[src/rtl/wb_arbiter_pkg.sv]
// wb_arbiter_pkg: shared Wishbone widths and the arbiter state encoding.
//   WB_ADR_W / WB_DAT_W : slave-side address and data widths.
//   arb_state_e         : arbiter FSM states (idle, owner forwarded, draining).
package wb_arbiter_pkg;

   localparam int unsigned WB_ADR_W = 32;
   localparam int unsigned WB_DAT_W = 32;

   typedef enum logic [1:0] {
      ARB_IDLE,
      ARB_GRANTED,
      ARB_DRAIN
   } arb_state_e;

endpackage

[src/rtl/wb_arbiter_rr_pick.sv]
// wb_arbiter_rr_pick: combinational round-robin priority picker.
//   req_i     : one request bit per requester.
//   ptr_i     : index that has highest priority this cycle.
//   gnt_idx_o : first requesting index at or after ptr_i, wrapping.
//   valid_o   : high when any request is present.
module wb_arbiter_rr_pick #(
   parameter int unsigned NUM_MASTERS = 2,
   localparam int unsigned IdxW = (NUM_MASTERS > 1) ? $clog2(NUM_MASTERS) : 1
) (
   input  logic [NUM_MASTERS-1:0] req_i,
   input  logic [IdxW-1:0]        ptr_i,
   output logic [IdxW-1:0]        gnt_idx_o,
   output logic                   valid_o
);

   always_comb begin
      int unsigned idx;
      gnt_idx_o = '0;
      valid_o   = 1'b0;
      idx       = 0;
      for (int unsigned i = 0; i < NUM_MASTERS; i++) begin
         // Walk from ptr_i upwards, wrapping; first hit wins.
         idx = 32'(ptr_i) + i;
         if (idx >= NUM_MASTERS) begin
            idx = idx - NUM_MASTERS;
         end
         if (!valid_o && req_i[IdxW'(idx)]) begin
            valid_o   = 1'b1;
            gnt_idx_o = IdxW'(idx);
         end
      end
   end

endmodule

[src/rtl/wb_arbiter.sv]
// wb_arbiter: round-robin Wishbone B4 pipelined arbiter, NUM_MASTERS -> one slave.
//   clk_i, rst_i                  : clock, synchronous active-high reset.
//   m_cyc_i/m_stb_i/m_we_i        : per-master bus controls.
//   m_sel_i/m_adr_i/m_dat_i       : per-master byte selects, address, write data.
//   m_stall_o/m_ack_o             : per-master stall and ack (non-owners always stalled).
//   m_dat_o                       : slave read data broadcast, qualify with m_ack_o.
//   wb_*_o / wb_stall_i/wb_ack_i/wb_dat_i : slave-side port.
//   grant_o                       : current owner index.
// Ownership lasts for a whole cyc envelope; requests accepted but not yet acked are
// counted so that an owner dropping cyc early is drained before re-arbitration.
module wb_arbiter
   import wb_arbiter_pkg::*;
#(
   parameter int unsigned NUM_MASTERS     = 2,
   parameter int unsigned MAX_OUTSTANDING = 4,
   localparam int unsigned IdxW = (NUM_MASTERS > 1) ? $clog2(NUM_MASTERS) : 1,
   localparam int unsigned CntW = $clog2(MAX_OUTSTANDING + 1)
) (
   input  logic                                  clk_i,
   input  logic                                  rst_i,
   input  logic [NUM_MASTERS-1:0]                m_cyc_i,
   input  logic [NUM_MASTERS-1:0]                m_stb_i,
   input  logic [NUM_MASTERS-1:0]                m_we_i,
   input  logic [NUM_MASTERS-1:0][3:0]           m_sel_i,
   input  logic [NUM_MASTERS-1:0][WB_ADR_W-1:0]  m_adr_i,
   input  logic [NUM_MASTERS-1:0][WB_DAT_W-1:0]  m_dat_i,
   output logic [NUM_MASTERS-1:0]                m_stall_o,
   output logic [NUM_MASTERS-1:0]                m_ack_o,
   output logic [WB_DAT_W-1:0]                   m_dat_o,
   output logic                                  wb_cyc_o,
   output logic                                  wb_stb_o,
   output logic                                  wb_we_o,
   output logic [3:0]                            wb_sel_o,
   output logic [WB_ADR_W-1:0]                   wb_adr_o,
   output logic [WB_DAT_W-1:0]                   wb_dat_o,
   input  logic                                  wb_stall_i,
   input  logic                                  wb_ack_i,
   input  logic [WB_DAT_W-1:0]                   wb_dat_i,
   output logic [IdxW-1:0]                       grant_o
);

   arb_state_e      state_q;
   logic [IdxW-1:0] owner_q;
   logic [IdxW-1:0] rr_ptr_q;
   logic [CntW-1:0] outstanding_q;
   logic [CntW-1:0] outstanding_d;

   logic [IdxW-1:0] pick_idx;
   logic            pick_valid;
   logic [IdxW-1:0] next_ptr;
   logic            at_max;
   logic            ack_valid;
   logic            accept;

   wb_arbiter_rr_pick #(
      .NUM_MASTERS (NUM_MASTERS)
   ) u_rr_pick (
      .req_i     (m_cyc_i),
      .ptr_i     (rr_ptr_q),
      .gnt_idx_o (pick_idx),
      .valid_o   (pick_valid)
   );

   assign at_max    = (outstanding_q == CntW'(MAX_OUTSTANDING));
   // Acks with nothing outstanding are dropped, never forwarded or counted.
   assign ack_valid = wb_ack_i & (outstanding_q != '0);
   assign accept    = wb_stb_o & ~wb_stall_i;
   assign next_ptr  = (owner_q == IdxW'(NUM_MASTERS - 1)) ? '0 : owner_q + IdxW'(1);
   assign m_dat_o   = wb_dat_i;
   assign grant_o   = owner_q;

   always_comb begin
      outstanding_d = outstanding_q;
      if (accept && !ack_valid) begin
         outstanding_d = outstanding_q + CntW'(1);
      end else if (!accept && ack_valid) begin
         outstanding_d = outstanding_q - CntW'(1);
      end
   end

   always_comb begin
      wb_cyc_o  = 1'b0;
      wb_stb_o  = 1'b0;
      wb_we_o   = 1'b0;
      wb_sel_o  = '0;
      wb_adr_o  = '0;
      wb_dat_o  = '0;
      m_stall_o = '1;
      m_ack_o   = '0;
      unique case (state_q)
         ARB_GRANTED: begin
            wb_cyc_o = 1'b1;
            // stb is also gated by the owner's cyc so a release cycle never issues.
            wb_stb_o = m_cyc_i[owner_q] & m_stb_i[owner_q] & ~at_max;
            wb_we_o  = m_we_i[owner_q];
            wb_sel_o = m_sel_i[owner_q];
            wb_adr_o = m_adr_i[owner_q];
            wb_dat_o = m_dat_i[owner_q];
            m_stall_o[owner_q] = wb_stall_i | at_max;
            m_ack_o[owner_q]   = ack_valid;
         end
         ARB_DRAIN: begin
            // Hold the envelope open and swallow the abandoned acks.
            wb_cyc_o = 1'b1;
         end
         default: ;
      endcase
   end

   always_ff @(posedge clk_i) begin
      if (rst_i) begin
         state_q       <= ARB_IDLE;
         owner_q       <= '0;
         rr_ptr_q      <= '0;
         outstanding_q <= '0;
      end else begin
         outstanding_q <= outstanding_d;
         case (state_q)
            ARB_IDLE: begin
               if (pick_valid) begin
                  owner_q <= pick_idx;
                  state_q <= ARB_GRANTED;
               end
            end
            ARB_GRANTED: begin
               if (!m_cyc_i[owner_q]) begin
                  rr_ptr_q <= next_ptr;
                  state_q  <= (outstanding_d == '0) ? ARB_IDLE : ARB_DRAIN;
               end
            end
            ARB_DRAIN: begin
               if (outstanding_d == '0) begin
                  state_q <= ARB_IDLE;
               end
            end
            default: state_q <= ARB_IDLE;
         endcase
      end
   end

endmodule
[config.mk]
export PLATFORM = sky130hd
export DESIGN_NAME = wb_arbiter
export DESIGN_NICKNAME = d
export VERILOG_FILES = /design/src/rtl/wb_arbiter_pkg.sv /design/src/rtl/wb_arbiter_rr_pick.sv /design/src/rtl/wb_arbiter.sv
export SDC_FILE = /design/constraint.sdc
export NUM_CORES = 1
export LEC_CHECK = 0
export CAP_MARGIN = 10
export CORE_AREA = 5 5 108 110
export DETAILED_ROUTE_END_ITERATION = 10
export DIE_AREA = 0 0 113 115
export GPL_ROUTABILITY_DRIVEN = 0
export GPL_TIMING_DRIVEN = 1
export PLACE_DENSITY = 0.69
export SLEW_MARGIN = 5
export SYNTH_ARGS = -nofsm -noshare
export SYNTH_HDL_FRONTEND = slang
export SYNTH_SLANG_ARGS = --single-unit
[constraint.sdc]
create_clock -name clk_i -period 1.95 [get_ports clk_i]
set_input_delay 0.2925 -clock clk_i [delete_from_list [all_inputs] [get_ports clk_i]]
set_output_delay 0.2925 -clock clk_i [all_outputs]
set_load 0.02 [all_outputs]
==> out/summary.md, run 1 <==
* worst clock skew: 0.917 ps
* core area: 10600 um2
* final wirelength: 8.88 mm
* placed cell count: 586
* nature of the critical path startpoint: register
* Detailed Place HPWL: 7.16 mm
* proportion of netlist area held by the largest area contributor: 35.9%
* final worst-path cycle share: 101%
* violations in the final reports: negative setup slack
* Setup CP Type: reg -> reg
* required time at the endpoint of the critical path: 2090 ps
* Hold Crit Class: reg -> reg
* Layout Area Growth over Synthesis: 120%
* distinct cell type count after synthesis: 30
* count of non-filler cells in the finished layout: 597
* Tightest Pin Transition: 329 ps
* minimum setup slack after placement: -188 ps
* DR pass1 iterations: 4
* Synth warnings: 0
* number of clock sinks seen by CTS: 7
* CTS Buf Count: 3
* flip-flop and latch count after synthesis: 7
* average wire per standard cell: 14.9 um
* num ports: 286
* Yosys top cell by area: sky130_fd_sc_hd__mux2i_1
* post-DR vias/cell: 4.20
* fraction of layout instances using a drive strength above 1: 17.5%
* post-synthesis cell area: 2010 um2
* Pleak: 1.73 nW
* number of levels the H-tree was split into: 1
* remaining antenna violation count after routing: 0
* site row count: 38
* total grt overflow: 0
* number of antenna violations at the first check in global routing: 0
* Total Die Area: 13000 um2
* outcome: finished, violations left
* max-cap viol count: 0
* floorplan die height: 115 um
* count of mapped cells out of synthesis: 257
* net count of the mapped netlist: 441
* Final Max Slew Viols: 0
* Post-Route Setup TNS: -17.8 ps
* biggest area contributors in the synthesized netlist: sky130_fd_sc_hd__mux2i_1 36%, sky130_fd_sc_hd__nor2b_1 22%, sky130_fd_sc_hd__buf_4 12%
* P per Cell Area: 899 nW/um2
* final instance area: 4420 um2
* CTS Root Buffer Type: sky130_fd_sc_hd__clkbuf_8
* initial drt markers: 60
* Setup crit end kind: register
* fin util: 41.7%
* Vias: 2507
* starting density of the core: 18.9%
* worst voltage drop across the vdd grid: 0.366 mV
* average size of a mapped cell: 7.81 um2
* clock-pin slew reported for the worst setup and hold paths after clock tree synthesis: 40 ps
* final critical-path setup slack: -17.8 ps
* remaining design rule violation count: 0
* pin count of the biggest net entering global routing: 39
* global-route wire length before repair: 12.7 mm
* sequential element share of the synthesized area: 6.98%
* number of buffers between clock root and the deepest sink: 2
* final layout net count: 642
* time the final worst path needs with I/O delays and setup: 1970 ps
* # setup viols final: 1
* max frequency: 508 MHz
* vias in the first global route: 2656
* Overall Global Routing Usage: 11.9%
* endpoint arrival time on the critical path: 2110 ps
* width of the die: 113 um
* setup repair after global routing missed its margin: true
* CP max FO: 5
* number of buffers added on ports: 221
* Ant. Diodes: 0
* number of hold-slack violations in the final timing report: 0
* clock latency at the later pin of the worst-skew pair: 230 ps
* TritonCTS clock tree: built
* instance area after placement: 4250 um2
* Max-slew headroom: 78.1%
sequential cells by signal, summed over array words and instances, names as in the netlist:
signal         flops
outstanding_q      3
grant_o            1
state_q            2
rr_ptr_q           1
critical path, cell delays in order (launching register included):
cell and delay (ps):
sky130_fd_sc_hd__dfxtp_2 320, sky130_fd_sc_hd__inv_1 70, sky130_fd_sc_hd__ha_4 170, sky130_fd_sc_hd__a21bo_4 230
sky130_fd_sc_hd__a211oi_4 250, sky130_fd_sc_hd__mux2i_2 310, sky130_fd_sc_hd__xnor2_2 130, sky130_fd_sc_hd__a41oi_2 180
sky130_fd_sc_hd__mux2i_1 220
cell usage after synthesis (all sizes together):
cell / count
a211o: 1
a211oi: 1
a21bo: 1
a21oi: 5
a22oi: 1
a32oi: 1
a41oi: 1
and3: 1
and4: 1
buf: 39
clkbuf: 10
dfxtp: 7
ha: 6
inv: 7
mux2i: 72
nand2: 6
nand2b: 3
nand3: 1
nand3b: 1
nor2: 9
nor2b: 71
nor3: 1
o211ai: 2
o21ai: 5
or3: 1
xnor2: 3
layer usage:
metal | part of all wire, % | global-route usage (%) | vias to the layer above
li1 | - | - | 1231
met1 | 34 | 12.4 | 1111
met2 | 53 | 22.7 | 131
met3 | 9.4 | 3.37 | 34
met4 | 3.3 | 4.41 | 0
met5 | 0 | 0 | -
cell families after synthesis:
logic type	synth area share [%]
and+or+nand+nor	28.4
DFF	6.98
adders and majority gates	3.74
muxes	35.9
buffers and inverters	16.8
xor gates and xnor gates	1.68
AOI/OAI and AO/OA	6.42
per-stage QoR:
| stage | hold slack [ps] | total power, mW |
|---|---|---|
| finish | 520 | 3.97 |
| global route | 559 | 4.27 |
| CTS | 526 | 3.95 |
| detailed placement | 516 | 3.78 |
| global placement | 491 | 3.75 |
| floorplan | 362 | 2.26 |
path summary, 6_finish.rpt:
| check | start | endpoint | slack (ps) | cells after the start |
|---|---|---|---|---|
| max | outstanding_q[0] | state_q[0] | -20 | 8 |
| min | rr_ptr_q | rr_ptr_q | 520 | 2 |
| max reg2reg | outstanding_q[0] | state_q[0] | -20 | 8 |
| min reg2reg | rr_ptr_q | rr_ptr_q | 520 | 2 |
report_power, final:
| group | internal, mW | switching [mW] |
|---|---|---|
| logic | 1.78 | 1.72 |
| registers | 0.204 | 0.0638 |
| clock network | 0.142 | 0.0656 |
| total | 2.13 | 1.85 |
cell usage in the layout (no fill, tap or decap), types with 6 or more instances in the layout:
master                            synthesis  final
sky130_fd_sc_hd__buf_4                   32     20
sky130_fd_sc_hd__clkdlybuf4s15_1          0      8
sky130_fd_sc_hd__clkdlybuf4s15_2          0     33
sky130_fd_sc_hd__clkdlybuf4s50_1          0    146
sky130_fd_sc_hd__dlygate4sd2_1            0     31
sky130_fd_sc_hd__mux2i_1                 72     71
sky130_fd_sc_hd__nand2_1                  6      6
sky130_fd_sc_hd__nor2_1                   9      9
sky130_fd_sc_hd__nor2b_1                 71     71
layout make-up:
cell class / instances / area (um2)
Timing Repair Buffer: 245 / 2440
Sequential cell: 7 / 149
Multi-Input combinational cell: 194 / 1580
Fill cell: 1045 / 6180
Tap cell: 140 / 175
Inverter: 7 / 26.3
Clock buffer: 4 / 45.0
repair_timing:
item                                    4_1_cts  5_1_grt
gates resized for setup                     147       23
setup buffers                                 1        5
endpoints found under the setup margin       76       13
hold buffers                                  0        0
cloned                                        1        0
pin swaps                                     4        7
No activity file was read; power rests on OpenSTA's default activity.
==> inputs of run 2 (changes only) <==
--- a/config.mk
+++ b/config.mk
@@ -5,7 +5,7 @@
 export SDC_FILE = /design/constraint.sdc
 export NUM_CORES = 1
 export LEC_CHECK = 0
-export CAP_MARGIN = 10
+export CAP_MARGIN = 20
 export CORE_AREA = 5 5 108 110
 export DETAILED_ROUTE_END_ITERATION = 10
 export DIE_AREA = 0 0 113 115
==> results of run 2 <==
The final DEF is identical to that of run 1; final timing and power are the same.
